**src/rtl/tt_ctrl_drv_pkg.sv**
```systemverilog
// Shared definitions for the mux-controller selection sequencer: state encoding and
// default selection width (TT_SEL_W, shared with the controller's counter width).
`ifndef TT_SEL_W
`define TT_SEL_W 10
`endif

package tt_ctrl_drv_pkg;

  localparam int SEL_W_DFLT = `TT_SEL_W;

  typedef enum logic [2:0] {
    S_IDLE   = 3'd0,
    S_DIS    = 3'd1,
    S_RST    = 3'd2,
    S_GAP    = 3'd3,
    S_INC_HI = 3'd4,
    S_INC_LO = 3'd5,
    S_ENA    = 3'd6
  } state_t;

  function automatic int max3(input int a, input int b, input int c);
    int m;
    m = (a > b) ? a : b;
    return (m > c) ? m : c;
  endfunction

endpackage

```
**src/rtl/tt_ctrl_drv_if.sv**
```systemverilog
// Request/status bundle between the harness (master) and the selection sequencer (slave).
interface tt_ctrl_drv_if
  import tt_ctrl_drv_pkg::*;
#(
  parameter int SEL_W = SEL_W_DFLT
) ();
  logic             req_valid;
  logic             req_ready;
  logic [SEL_W-1:0] req_sel;
  logic             req_ena;
  logic             done;
  logic             busy;
  logic [SEL_W-1:0] cur_sel;
  logic             cur_valid;

  modport master (
    output req_valid, req_sel, req_ena,
    input  req_ready, done, busy, cur_sel, cur_valid
  );

  modport slave (
    input  req_valid, req_sel, req_ena,
    output req_ready, done, busy, cur_sel, cur_valid
  );
endinterface

```
**src/rtl/tt_ctrl_drv_timer.sv**
```systemverilog
// Loadable phase down-counter; zero flags the last cycle of the current phase.
module tt_ctrl_drv_timer #(
  parameter int W = 3
) (
  input  logic         clk,
  input  logic         rst_n,
  input  logic         load,
  input  logic [W-1:0] load_val,
  output logic         zero
);
  logic [W-1:0] cnt;

  always_ff @(posedge clk or negedge rst_n) begin
    if (!rst_n) begin
      cnt <= '0;
    end else if (load) begin
      cnt <= load_val;
    end else if (cnt != '0) begin
      cnt <= cnt - W'(1);
    end
  end

  assign zero = (cnt == '0);
endmodule

```
**src/rtl/tt_ctrl_drv.sv**
```systemverilog
// Selection sequencer: reset pulse plus N increment pulses on the controller's select pins.
// Optional TT_CTRL_DRV_INCR_EN: skip the reset when the target is at or above the known count.
module tt_ctrl_drv
  import tt_ctrl_drv_pkg::*;
#(
  parameter int SEL_W   = SEL_W_DFLT,
  parameter int RST_CYC = 4,
  parameter int HI_CYC  = 2,
  parameter int LO_CYC  = 2
) (
  input  logic          clk,
  input  logic          rst_n,
  tt_ctrl_drv_if.slave  bus,
  output logic          ctrl_sel_rst_n,
  output logic          ctrl_sel_inc,
  output logic          ctrl_ena
);
  localparam int TMR_W = $clog2(max3(RST_CYC, HI_CYC, LO_CYC) + 1);

  state_t           state, state_nxt;
  logic [SEL_W-1:0] rem, rem_load;
  logic [SEL_W-1:0] cur_sel_q;
  logic             cur_valid_q;
  logic             ena_l;
  logic             skip_l;
  logic             accept;
  logic             tmr_load, tmr_zero;
  logic [TMR_W-1:0] tmr_val;

  assign accept        = (state == S_IDLE) && bus.req_valid;
  assign bus.req_ready = (state == S_IDLE);
  assign bus.busy      = (state != S_IDLE);
  assign bus.done      = (state == S_ENA);
  assign bus.cur_sel   = cur_sel_q;
  assign bus.cur_valid = cur_valid_q;

`ifdef TT_CTRL_DRV_INCR_EN
  logic skip_now;
  assign skip_now = cur_valid_q && (bus.req_sel >= cur_sel_q);
  assign rem_load = skip_now ? (bus.req_sel - cur_sel_q) : bus.req_sel;

  always_ff @(posedge clk or negedge rst_n) begin
    if (!rst_n)      skip_l <= 1'b0;
    else if (accept) skip_l <= skip_now;
  end
`else
  assign rem_load = bus.req_sel;
  assign skip_l   = 1'b0;
`endif

  always_comb begin
    state_nxt = state;
    case (state)
      S_IDLE:   if (bus.req_valid) state_nxt = S_DIS;
      S_DIS:    state_nxt = !skip_l ? S_RST : ((rem == '0) ? S_ENA : S_INC_HI);
      S_RST:    if (tmr_zero) state_nxt = S_GAP;
      S_GAP:    if (tmr_zero) state_nxt = (rem == '0) ? S_ENA : S_INC_HI;
      S_INC_HI: if (tmr_zero) state_nxt = S_INC_LO;
      S_INC_LO: if (tmr_zero) state_nxt = (rem == SEL_W'(1)) ? S_ENA : S_INC_HI;
      S_ENA:    state_nxt = S_IDLE;
      default:  state_nxt = S_IDLE;
    endcase
  end

  // Every state entry reloads the phase timer with (duration - 1).
  always_comb begin
    tmr_load = (state_nxt != state);
    tmr_val  = '0;
    case (state_nxt)
      S_RST:           tmr_val = TMR_W'(RST_CYC - 1);
      S_GAP, S_INC_LO: tmr_val = TMR_W'(LO_CYC - 1);
      S_INC_HI:        tmr_val = TMR_W'(HI_CYC - 1);
      default:         tmr_val = '0;
    endcase
  end

  tt_ctrl_drv_timer #(.W(TMR_W)) u_timer (
    .clk      (clk),
    .rst_n    (rst_n),
    .load     (tmr_load),
    .load_val (tmr_val),
    .zero     (tmr_zero)
  );

  // Pin levels are decoded from the next state so they change together with the state flop.
  always_ff @(posedge clk or negedge rst_n) begin
    if (!rst_n) begin
      state          <= S_IDLE;
      rem            <= '0;
      ena_l          <= 1'b0;
      cur_sel_q      <= '0;
      cur_valid_q    <= 1'b0;
      ctrl_sel_rst_n <= 1'b0;
      ctrl_sel_inc   <= 1'b0;
      ctrl_ena       <= 1'b0;
    end else begin
      state        <= state_nxt;
      ctrl_sel_inc <= (state_nxt == S_INC_HI);
      if (accept) begin
        ena_l <= bus.req_ena;
        rem   <= rem_load;
      end else if ((state == S_INC_LO) && tmr_zero) begin
        rem <= rem - SEL_W'(1);
      end
      if (state_nxt != state) begin
        case (state_nxt)
          S_DIS: begin
            ctrl_ena    <= 1'b0;
            cur_valid_q <= 1'b0;
          end
          S_RST: begin
            ctrl_sel_rst_n <= 1'b0;
            cur_sel_q      <= '0;
          end
          S_GAP:    ctrl_sel_rst_n <= 1'b1;
          S_INC_HI: cur_sel_q <= cur_sel_q + SEL_W'(1);
          S_ENA: begin
            ctrl_ena    <= ena_l;
            cur_valid_q <= 1'b1;
          end
          default: ;
        endcase
      end
    end
  end
endmodule

```
**src/flat_wrapper.sv**
```systemverilog
// flat-port wrapper written by rule: the top's interface ports become plain ports
module tt_ctrl_drv_flat import tt_ctrl_drv_pkg::*;
#(
  parameter int SEL_W   = SEL_W_DFLT,
  parameter int RST_CYC = 4,
  parameter int HI_CYC  = 2,
  parameter int LO_CYC  = 2
)
  (clk, rst_n, ctrl_sel_rst_n, ctrl_sel_inc, ctrl_ena, bus_req_valid, bus_req_sel, bus_req_ena, bus_req_ready, bus_done, bus_busy, bus_cur_sel, bus_cur_valid);
  tt_ctrl_drv_if #(.SEL_W(SEL_W)) bus_i ();
  input  logic clk;
  input  logic rst_n;
  output logic ctrl_sel_rst_n;
  output logic ctrl_sel_inc;
  output logic ctrl_ena;
  input wire logic [$bits(bus_i.req_valid)-1:0] bus_req_valid;
  input wire logic [$bits(bus_i.req_sel)-1:0] bus_req_sel;
  input wire logic [$bits(bus_i.req_ena)-1:0] bus_req_ena;
  output wire logic [$bits(bus_i.req_ready)-1:0] bus_req_ready;
  output wire logic [$bits(bus_i.done)-1:0] bus_done;
  output wire logic [$bits(bus_i.busy)-1:0] bus_busy;
  output wire logic [$bits(bus_i.cur_sel)-1:0] bus_cur_sel;
  output wire logic [$bits(bus_i.cur_valid)-1:0] bus_cur_valid;
  assign bus_i.req_valid = bus_req_valid;
  assign bus_i.req_sel = bus_req_sel;
  assign bus_i.req_ena = bus_req_ena;
  assign bus_req_ready = bus_i.req_ready;
  assign bus_done = bus_i.done;
  assign bus_busy = bus_i.busy;
  assign bus_cur_sel = bus_i.cur_sel;
  assign bus_cur_valid = bus_i.cur_valid;
  tt_ctrl_drv #(.SEL_W(SEL_W), .RST_CYC(RST_CYC), .HI_CYC(HI_CYC), .LO_CYC(LO_CYC)) u_core (.clk(clk), .rst_n(rst_n), .bus(bus_i), .ctrl_sel_rst_n(ctrl_sel_rst_n), .ctrl_sel_inc(ctrl_sel_inc), .ctrl_ena(ctrl_ena));
endmodule
```
**config.mk**
```make
export PLATFORM = sky130hd
export DESIGN_NAME = tt_ctrl_drv_flat
export DESIGN_NICKNAME = d
export VERILOG_FILES = /design/src/rtl/tt_ctrl_drv_pkg.sv /design/src/rtl/tt_ctrl_drv_if.sv /design/src/rtl/tt_ctrl_drv_timer.sv /design/src/rtl/tt_ctrl_drv.sv /design/src/flat_wrapper.sv
export SDC_FILE = /design/constraint.sdc
export NUM_CORES = 1
export LEC_CHECK = 0
export ABC_AREA = 1
export BUFFER_PORTS_ARGS = -buffer_cell sky130_fd_sc_hd__buf_2
export CAP_MARGIN = 20
export CORE_MARGIN = 4
export CORE_UTILIZATION = 35
export CTS_CLUSTER_DIAMETER = 150
export DETAILED_ROUTE_END_ITERATION = 10
export HOLD_SLACK_MARGIN = 0.15
export PLACE_DENSITY = 0.53
export SETUP_SLACK_MARGIN = 0.2
export SLEW_MARGIN = 10
export SYNTH_ARGS = -nofsm -noshare
export SYNTH_HDL_FRONTEND = slang
export SYNTH_SLANG_ARGS = --single-unit
```
**constraint.sdc**
```tcl
create_clock -name clk -period 2.4 [get_ports clk]
set_input_delay 0.24 -clock clk [delete_from_list [all_inputs] [get_ports clk]]
set_output_delay 0.24 -clock clk [all_outputs]
set_load 0.01 [all_outputs]
```
### Word level (Yosys, flattened, before mapping)

Index checks and enable logic that the tools add are counted.

* flip-flop bits (word level): 31
* input port bits: 14
* output and inout bits: 17
* word-level logic and storage cells: 59

* add/subtract/negate cells: 3
* equal/unequal tests: 14
* mux-type cells: 17
* reduce and logical (&&, ||, !) cells: 16

Operator list (number)
* 3-bit 2-to-1 mux: 7
* 10-bit 2-to-1 mux: 2
* 10-bit one-hot mux with 2 select lines: 1
* 3-bit == test (second input constant): 6
* 3-bit one-hot mux with 6 select lines: 1
* 3-bit by 2-bit == test with 1-bit output (second input constant): 4
* 10-bit by 1-bit adder with 10-bit output (second input constant): 1
* 10-bit by 1-bit == test with 1-bit output (second input constant): 1
* 10-bit logical NOT: 1
* 2-bit nonzero test: 5
* 10-bit by 1-bit subtractor with 10-bit output (second input constant): 1
* 3-bit by 1-bit == test with 1-bit output (second input constant): 2
* 3-bit logical NOT: 2
* 1-bit one-hot mux with 2 select lines: 3
* 2-bit AND reduction: 3
* 3-bit nonzero test: 2
* 2-bit 2-to-1 mux: 2
* 2-bit one-hot mux with 2 select lines: 1
* 3-bit inequality test: 1
* 3-bit OR reduction: 1
* 3-bit by 1-bit subtractor with 3-bit output (second input constant): 1
* 1-bit logical AND: 2

### Longest topological paths before layout

* word-level depth: 8
* mapped depth: 12
* gate-level depth less buffers: 12

### Modules after synthesis

From an unflattened synthesis, not the netlist that was laid out.

* cells, all modules: 267
* area total of the unflattened synthesis: 1979.4 µm²

Modules (own cells, without submodules)
* tt_ctrl_drv: times used 1, cells an instance 235, area an instance 1771.7 µm², sequential area each 700.7 µm²
* tt_ctrl_drv_timer: times used 1, cells an instance 32, area an instance 207.7 µm², sequential area each 75.1 µm²

### Least setup slack after synthesis

OpenSTA, ideal clock, no wires.

* path type: reg-to-reg
* start point: register u_core.u_timer.cnt[0]
* end point: register u_core.cur_sel_q[1], in the netlist u_core.bus.cur_sel[1]
* library setup time: 0.124 ns
* data arrival time: 1.517 ns
* data required time: 2.276 ns
* slack: 0.759 ns
* cell stages (with the launch flop): 13
* buffers on the path: 1
* period minus slack after synthesis: 1.641 ns
* cells stage by stage: dfrtp_1 inv_1 ha_1 inv_1 nor2_2 nand2_1 nand2_1 a21oi_2 nand2_4 nand4_4 buf_8 nand3_2 nand2_1

* longest elaborated chain between the ends: 6
* elaborated cells on any way between the ends: 12
* classes of those cells: eq/ne (3); mux (6); reduce/logical (3)

Ends and longest elaborated chain
* from (decl): line tt_ctrl_drv_timer.sv:11 `logic [W-1:0] cnt;`
* from (signal assigned): line tt_ctrl_drv_timer.sv:17 `cnt <= load_val;`
* from (signal assigned): line tt_ctrl_drv_timer.sv:19 `cnt <= cnt - W'(1);`
* 3-bit logical NOT (*): line tt_ctrl_drv_timer.sv:23 `assign zero = (cnt == '0);`
* 3-bit 2-to-1 mux (on tied branches)
* 3-bit one-hot mux with 6 select lines (*): line tt_ctrl_drv.sv:53 `case (state)`
* 3-bit by 2-bit == test with 1-bit output / 3-bit == test (equally long branches): line tt_ctrl_drv.sv:106 `case (state_nxt)`
* 2-bit nonzero test (no source line)
* 2-bit AND reduction (no source line)
* to (signal assigned): line tt_ctrl_drv.sv:116 `S_INC_HI: cur_sel_q <= cur_sel_q + SEL_W'(1);`
* to (decl): line tt_ctrl_drv.sv:22 `logic [SEL_W-1:0] cur_sel_q;`

Every way passes the cells marked *; elsewhere a longest branch is shown, timed or not.
A chain may end at the register's enable or synchronous reset.

### Worst setup path after layout

* start point: register u_core.u_timer.cnt[0]
* end point: register u_core.cur_sel_q[7], in the netlist u_core.bus.cur_sel[7]

The elaborated chain is that of the path after synthesis.

==> results.env <==
STATUS='finished clean'
GLOBALROUTEOVERFLOWTOTAL=0
SYN-CELL-AREA_UM2=1990
FIN_WORST_SKEW_PS=7.14
FP.DIEH_UM=83.5
CRITICAL-PATH-MAX-STAGE-DELAY_PS=370
YOSYSWARNINGCOUNT=0
MAXCAPVIOLATIONS=0
MAX_CLOCK_FREQ_GHz=0.522
RR_WORST_DEPTH=12
DETAIL-ROUTE-ANTENNA-NETS=0
WORST_REG2REG_ENDPOINT='u_core.bus.cur_sel[7]'
CRITICAL_PATH.MOST_COMMON_CELL='sky130_fd_sc_hd__nand2_1'
NUM-NETS-FINAL=305
MET2_LENGTH_UM=2090
SYNTHTOLAYOUTAREAGROWTH_PCT=16.1
CLOCK-ROOT-BUFFER='sky130_fd_sc_hd__clkbuf_8'
VDD_DROP_MAX_mV=0.402
FINAL.FILL_COUNT=582
MIN_TO='u_core.rem[8]'
CTS-ROOT-TO-SINK-BUFFERS=2
NUM_ROWS=27
SYNTH_AREA_PER_CELL_UM2=7.97
POSTSYNTHREGISTERBITS=31
MAXUSEDROUTINGLAYER='met4'
HPWL_UM=3280
CLKLATENCYLATEPIN_PS=280
SEQUENTIAL_CELL_AREA_UM2=776
WORSTREG2REGSTART='u_core.u_timer.cnt[0]'
MULTIINPUTGATEAREA_UM2=1060
GRT_PASS1_WL_UM=7830
YOSYS_MOST_USED_DFF='sky130_fd_sc_hd__dfrtp_1'
CLOCK-SINKS=31
POWER-PER-CELL-AREA_nW_PER_UM2=1180
FINALPOWER_W=0.00273
SYNTHARSTFLOPSHARE_PCT=100
WORSTPATHREQUIRED_PS=2610
WL_PER_CELL_UM=12.5
DRT-INITIAL-DRC-COUNT=66
CP_NUM_BUF_INV=1
TIMING_MAX_TRANSITION_VIOLATIONS_FINAL=0
ENDPOINT_KIND='flip-flop'
MAX_SLEW_MARGIN_PCT=51.8
DRT_FIRST_PASS_ITERS=4
SYNTH.DISTINCT_CELLS=37
CLK_TRANSITION_REPORTED_PATHS_PS=70
CLOCK_TREE_FROM_TRITONCTS='yes'
GRT_UTIL_ALL_LAYERS_PCT=13.7
PLACE.GP.CONGESTION=0.797
FIN_TNS_SETUP_PS=0
SYNTH_EDF_COUNT=0
H_TREE_LEVEL_COUNT=2
FINAL-HOLD-VIOLATION-COUNT=0
INITIAL_CORE_UTILIZATION_PCT=36.2
CP_SLOWEST_CELL='sky130_fd_sc_hd__dfrtp_1'
MAPPEDNETLISTNETS=270
CHIPWIDTH_UM=83.5
AREA_ENCLOSED_BY_THE_DIE_BOUNDARY_UM2=6970
ROUTE.DETAILED.DRC=0
SETUP-VIOLATIONS-FINAL=0
WORSTMARGINPINSLEW_PS=723
DETAIL_ROUTE.VIAS_PER_CELL=4.76
MIN_PERIOD_PS=1920
GRT_ANTENNA_BEFORE_REPAIR=0
SYN-INSTANCE-COUNT=250
GRT_MAX_DEGREE=32
RSZ0062_AT_GRT='no'
FINALWIRELENGTH_UM=4470
STARTPOINT_TYPE='flip-flop'
P_LEAK_nW=1.15
R2R_SLACK_PS=480
MET3WIRELENGTH_UM=185
CTS-BUFFERS-INSERTED=5
HP-START='bus_req_sel[8]'
NUMPORTBUFFERS=30
TIMING.CRITICAL_PATH.ARRIVAL_PS=2130
WORST-PATH-MAX-FANOUT=11
MET1WIRELENGTH_UM=2160
ANTENNADIODECOUNT=0
CRITICAL_PATH.TOP_DELAY_FAMILY='simple AND/OR/NAND/NOR gates'
WORST_HOLD_PATH.NUM_CELLS=3
FINAL_LAYOUT_SIZE_SUFFIX_GT1_SHARE_PCT=26.0
CP-STARTPOINT='u_core.u_timer.cnt[0]'
PATH_CLASS='reg -> reg'
WORST_HOLD_PATH_TYPE='in -> reg'
VIAS=1700
GRT_PASS1_VIAS=1613
MIN_PERIOD_OVER_PERIOD_PCT=79.8
SEQUENTIAL_AREA_SHARE_AFTER_SYNTHESIS_PCT=38.9
FP.COREAREA_UM2=5510
TOP_LEVEL_PORTS=31
CRITICAL_PATH_CELL_LIST='inv_1, ha_1, nand2_1, nand2_1, nand3_1, nand2_2, nand2_2, nand2_4, nand4_4, nand2_2, nand2_1, nand2_1'
[placed cells by master (no fill, tap or decap), types with 3 or more instances in the layout]
cell                       count
sky130_fd_sc_hd__ha_1          6
sky130_fd_sc_hd__nand2_2       6
sky130_fd_sc_hd__nand4_1       3
sky130_fd_sc_hd__nand3_2      11
sky130_fd_sc_hd__inv_2         8
sky130_fd_sc_hd__nand2_1      59
sky130_fd_sc_hd__o21ai_1       4
sky130_fd_sc_hd__nor2_1       29
sky130_fd_sc_hd__buf_2        30
sky130_fd_sc_hd__clkbuf_8      6
sky130_fd_sc_hd__o211ai_1      8
sky130_fd_sc_hd__nor3_1        5
sky130_fd_sc_hd__a21oi_1       3
sky130_fd_sc_hd__inv_1        23
sky130_fd_sc_hd__dfrtp_1      31
sky130_fd_sc_hd__xnor2_1       3
sky130_fd_sc_hd__o21ai_0       4
sky130_fd_sc_hd__xor2_1        5
sky130_fd_sc_hd__nand3_1      15
[flip-flops by register name (all words and copies together), names as in the netlist]
signal                 cells
u_core.ctrl_sel_inc        1
u_core.u_timer.cnt         3
u_core.ctrl_ena            1
u_core.rem                10
u_core.state               3
u_core.bus.cur_sel        10
u_core.ctrl_sel_rst_n      1
u_core.ena_l               1
u_core.bus.cur_valid       1
[cells in the mapped netlist (2+ instances only)]
library cell | n | area, um2
sky130_fd_sc_hd__nand2_1 | 60 | 225
sky130_fd_sc_hd__dfrtp_1 | 31 | 776
sky130_fd_sc_hd__nor2_1 | 29 | 109
sky130_fd_sc_hd__inv_1 | 23 | 86.3
sky130_fd_sc_hd__nand3_1 | 15 | 75.1
sky130_fd_sc_hd__nand3_2 | 11 | 110
sky130_fd_sc_hd__inv_2 | 8 | 30.0
sky130_fd_sc_hd__o211ai_1 | 8 | 60.1
sky130_fd_sc_hd__ha_1 | 6 | 75.1
sky130_fd_sc_hd__nand2_2 | 5 | 31.3
sky130_fd_sc_hd__nor3_1 | 5 | 25.0
sky130_fd_sc_hd__xor2_1 | 5 | 43.8
sky130_fd_sc_hd__o21ai_0 | 4 | 20.0
sky130_fd_sc_hd__o21ai_1 | 4 | 20.0
sky130_fd_sc_hd__a21oi_1 | 3 | 15.0
sky130_fd_sc_hd__nand4_1 | 3 | 18.8
sky130_fd_sc_hd__xnor2_1 | 3 | 26.3
sky130_fd_sc_hd__nand2_4 | 2 | 22.5
sky130_fd_sc_hd__nand3_4 | 2 | 35.0
sky130_fd_sc_hd__nor2_2 | 2 | 12.5
sky130_fd_sc_hd__o21bai_1 | 2 | 15.0
sky130_fd_sc_hd__o22ai_1 | 2 | 12.5
sky130_fd_sc_hd__o311ai_1 | 2 | 17.5
sky130_fd_sc_hd__o31ai_1 | 2 | 15.0
[layer usage]
metal  GRT usage [%]  up-vias
met1            18.4      779
li1                -      893
met2            21.6       26
met4            3.07        0
met3            4.44        2
met5               0        -
[report_power, final]
| group | switching (W) | leakage [nW] | total (W) | internal, W |
|---|---|---|---|---|
| logic | 0.000957 | 0.701 | 0.00144 | 0.000481 |
| clock network | 0.000200 | 0.0470 | 0.000425 | 0.000225 |
| registers | 0.000166 | 0.401 | 0.000864 | 0.000698 |
[worst register-to-register path, cell delays in order, from the launching register on]
cell	delay [ps]
sky130_fd_sc_hd__dfrtp_1	370
sky130_fd_sc_hd__inv_1	100
sky130_fd_sc_hd__ha_1	230
sky130_fd_sc_hd__nand2_1	110
sky130_fd_sc_hd__nand2_1	70
sky130_fd_sc_hd__nand3_1	70
sky130_fd_sc_hd__nand2_2	100
sky130_fd_sc_hd__nand2_2	80
sky130_fd_sc_hd__nand2_4	130
sky130_fd_sc_hd__nand4_4	260
sky130_fd_sc_hd__nand2_2	210
sky130_fd_sc_hd__nand2_1	60
sky130_fd_sc_hd__nand2_1	60
[repair_timing]
item | CTS | global route
endpoints found under the hold margin | 31 | 0
setup endpoints to repair | 0 | 6
resized for setup | 0 | 2
setup buffers | 0 | 0
hold buffers | 1 | 0
[cells by family after synthesis]
logic type / share of synthesized area, %
compound gates: 11.0
xor+xnor: 3.52
fa+ha+maj: 3.77
buf+inv: 8.10
flops: 38.9
simple gates: 34.7
[area by class of cell]
class,count,share of cell area [%]
multi-input combinational,182,45.9
sequential,31,33.5
timing repair buffer,33,7.57
inverter,32,5.30
tap,72,3.89
clock buffer,6,3.57
clock inverter,1,0.216
[per-stage QoR]
step | instances | setup WS, ps | cell area, um2 | utilization [%] | hold slack [ps]
2_1_floorplan | 250 | 759 | 1990 | - | -55.6
3_3_place_gp | 349 | 427 | 2210 | 40.1 | 343
3_5_place_dp | 349 | 384 | 2210 | 40.1 | 346
4_1_cts | 357 | 355 | 2310 | 41.9 | 152
5_1_grt | 357 | 236 | 2310 | 42.0 | 158
6_report | 357 | 484 | 2310 | 42.0 | 153
[worst max path at each step]
stage / endpoint / cells past startpoint
after global placement: u_core.bus.cur_sel[4] / 12
after CTS: u_core.bus.cur_sel[7] / 12
after global routing: u_core.bus.cur_sel[7] / 12
after detailed placement: u_core.bus.cur_sel[7] / 12
final: u_core.bus.cur_sel[7] / 12
after floorplan: u_core.bus.cur_sel[1] / 12
Note: power is estimated with default switching activity, not from simulation.
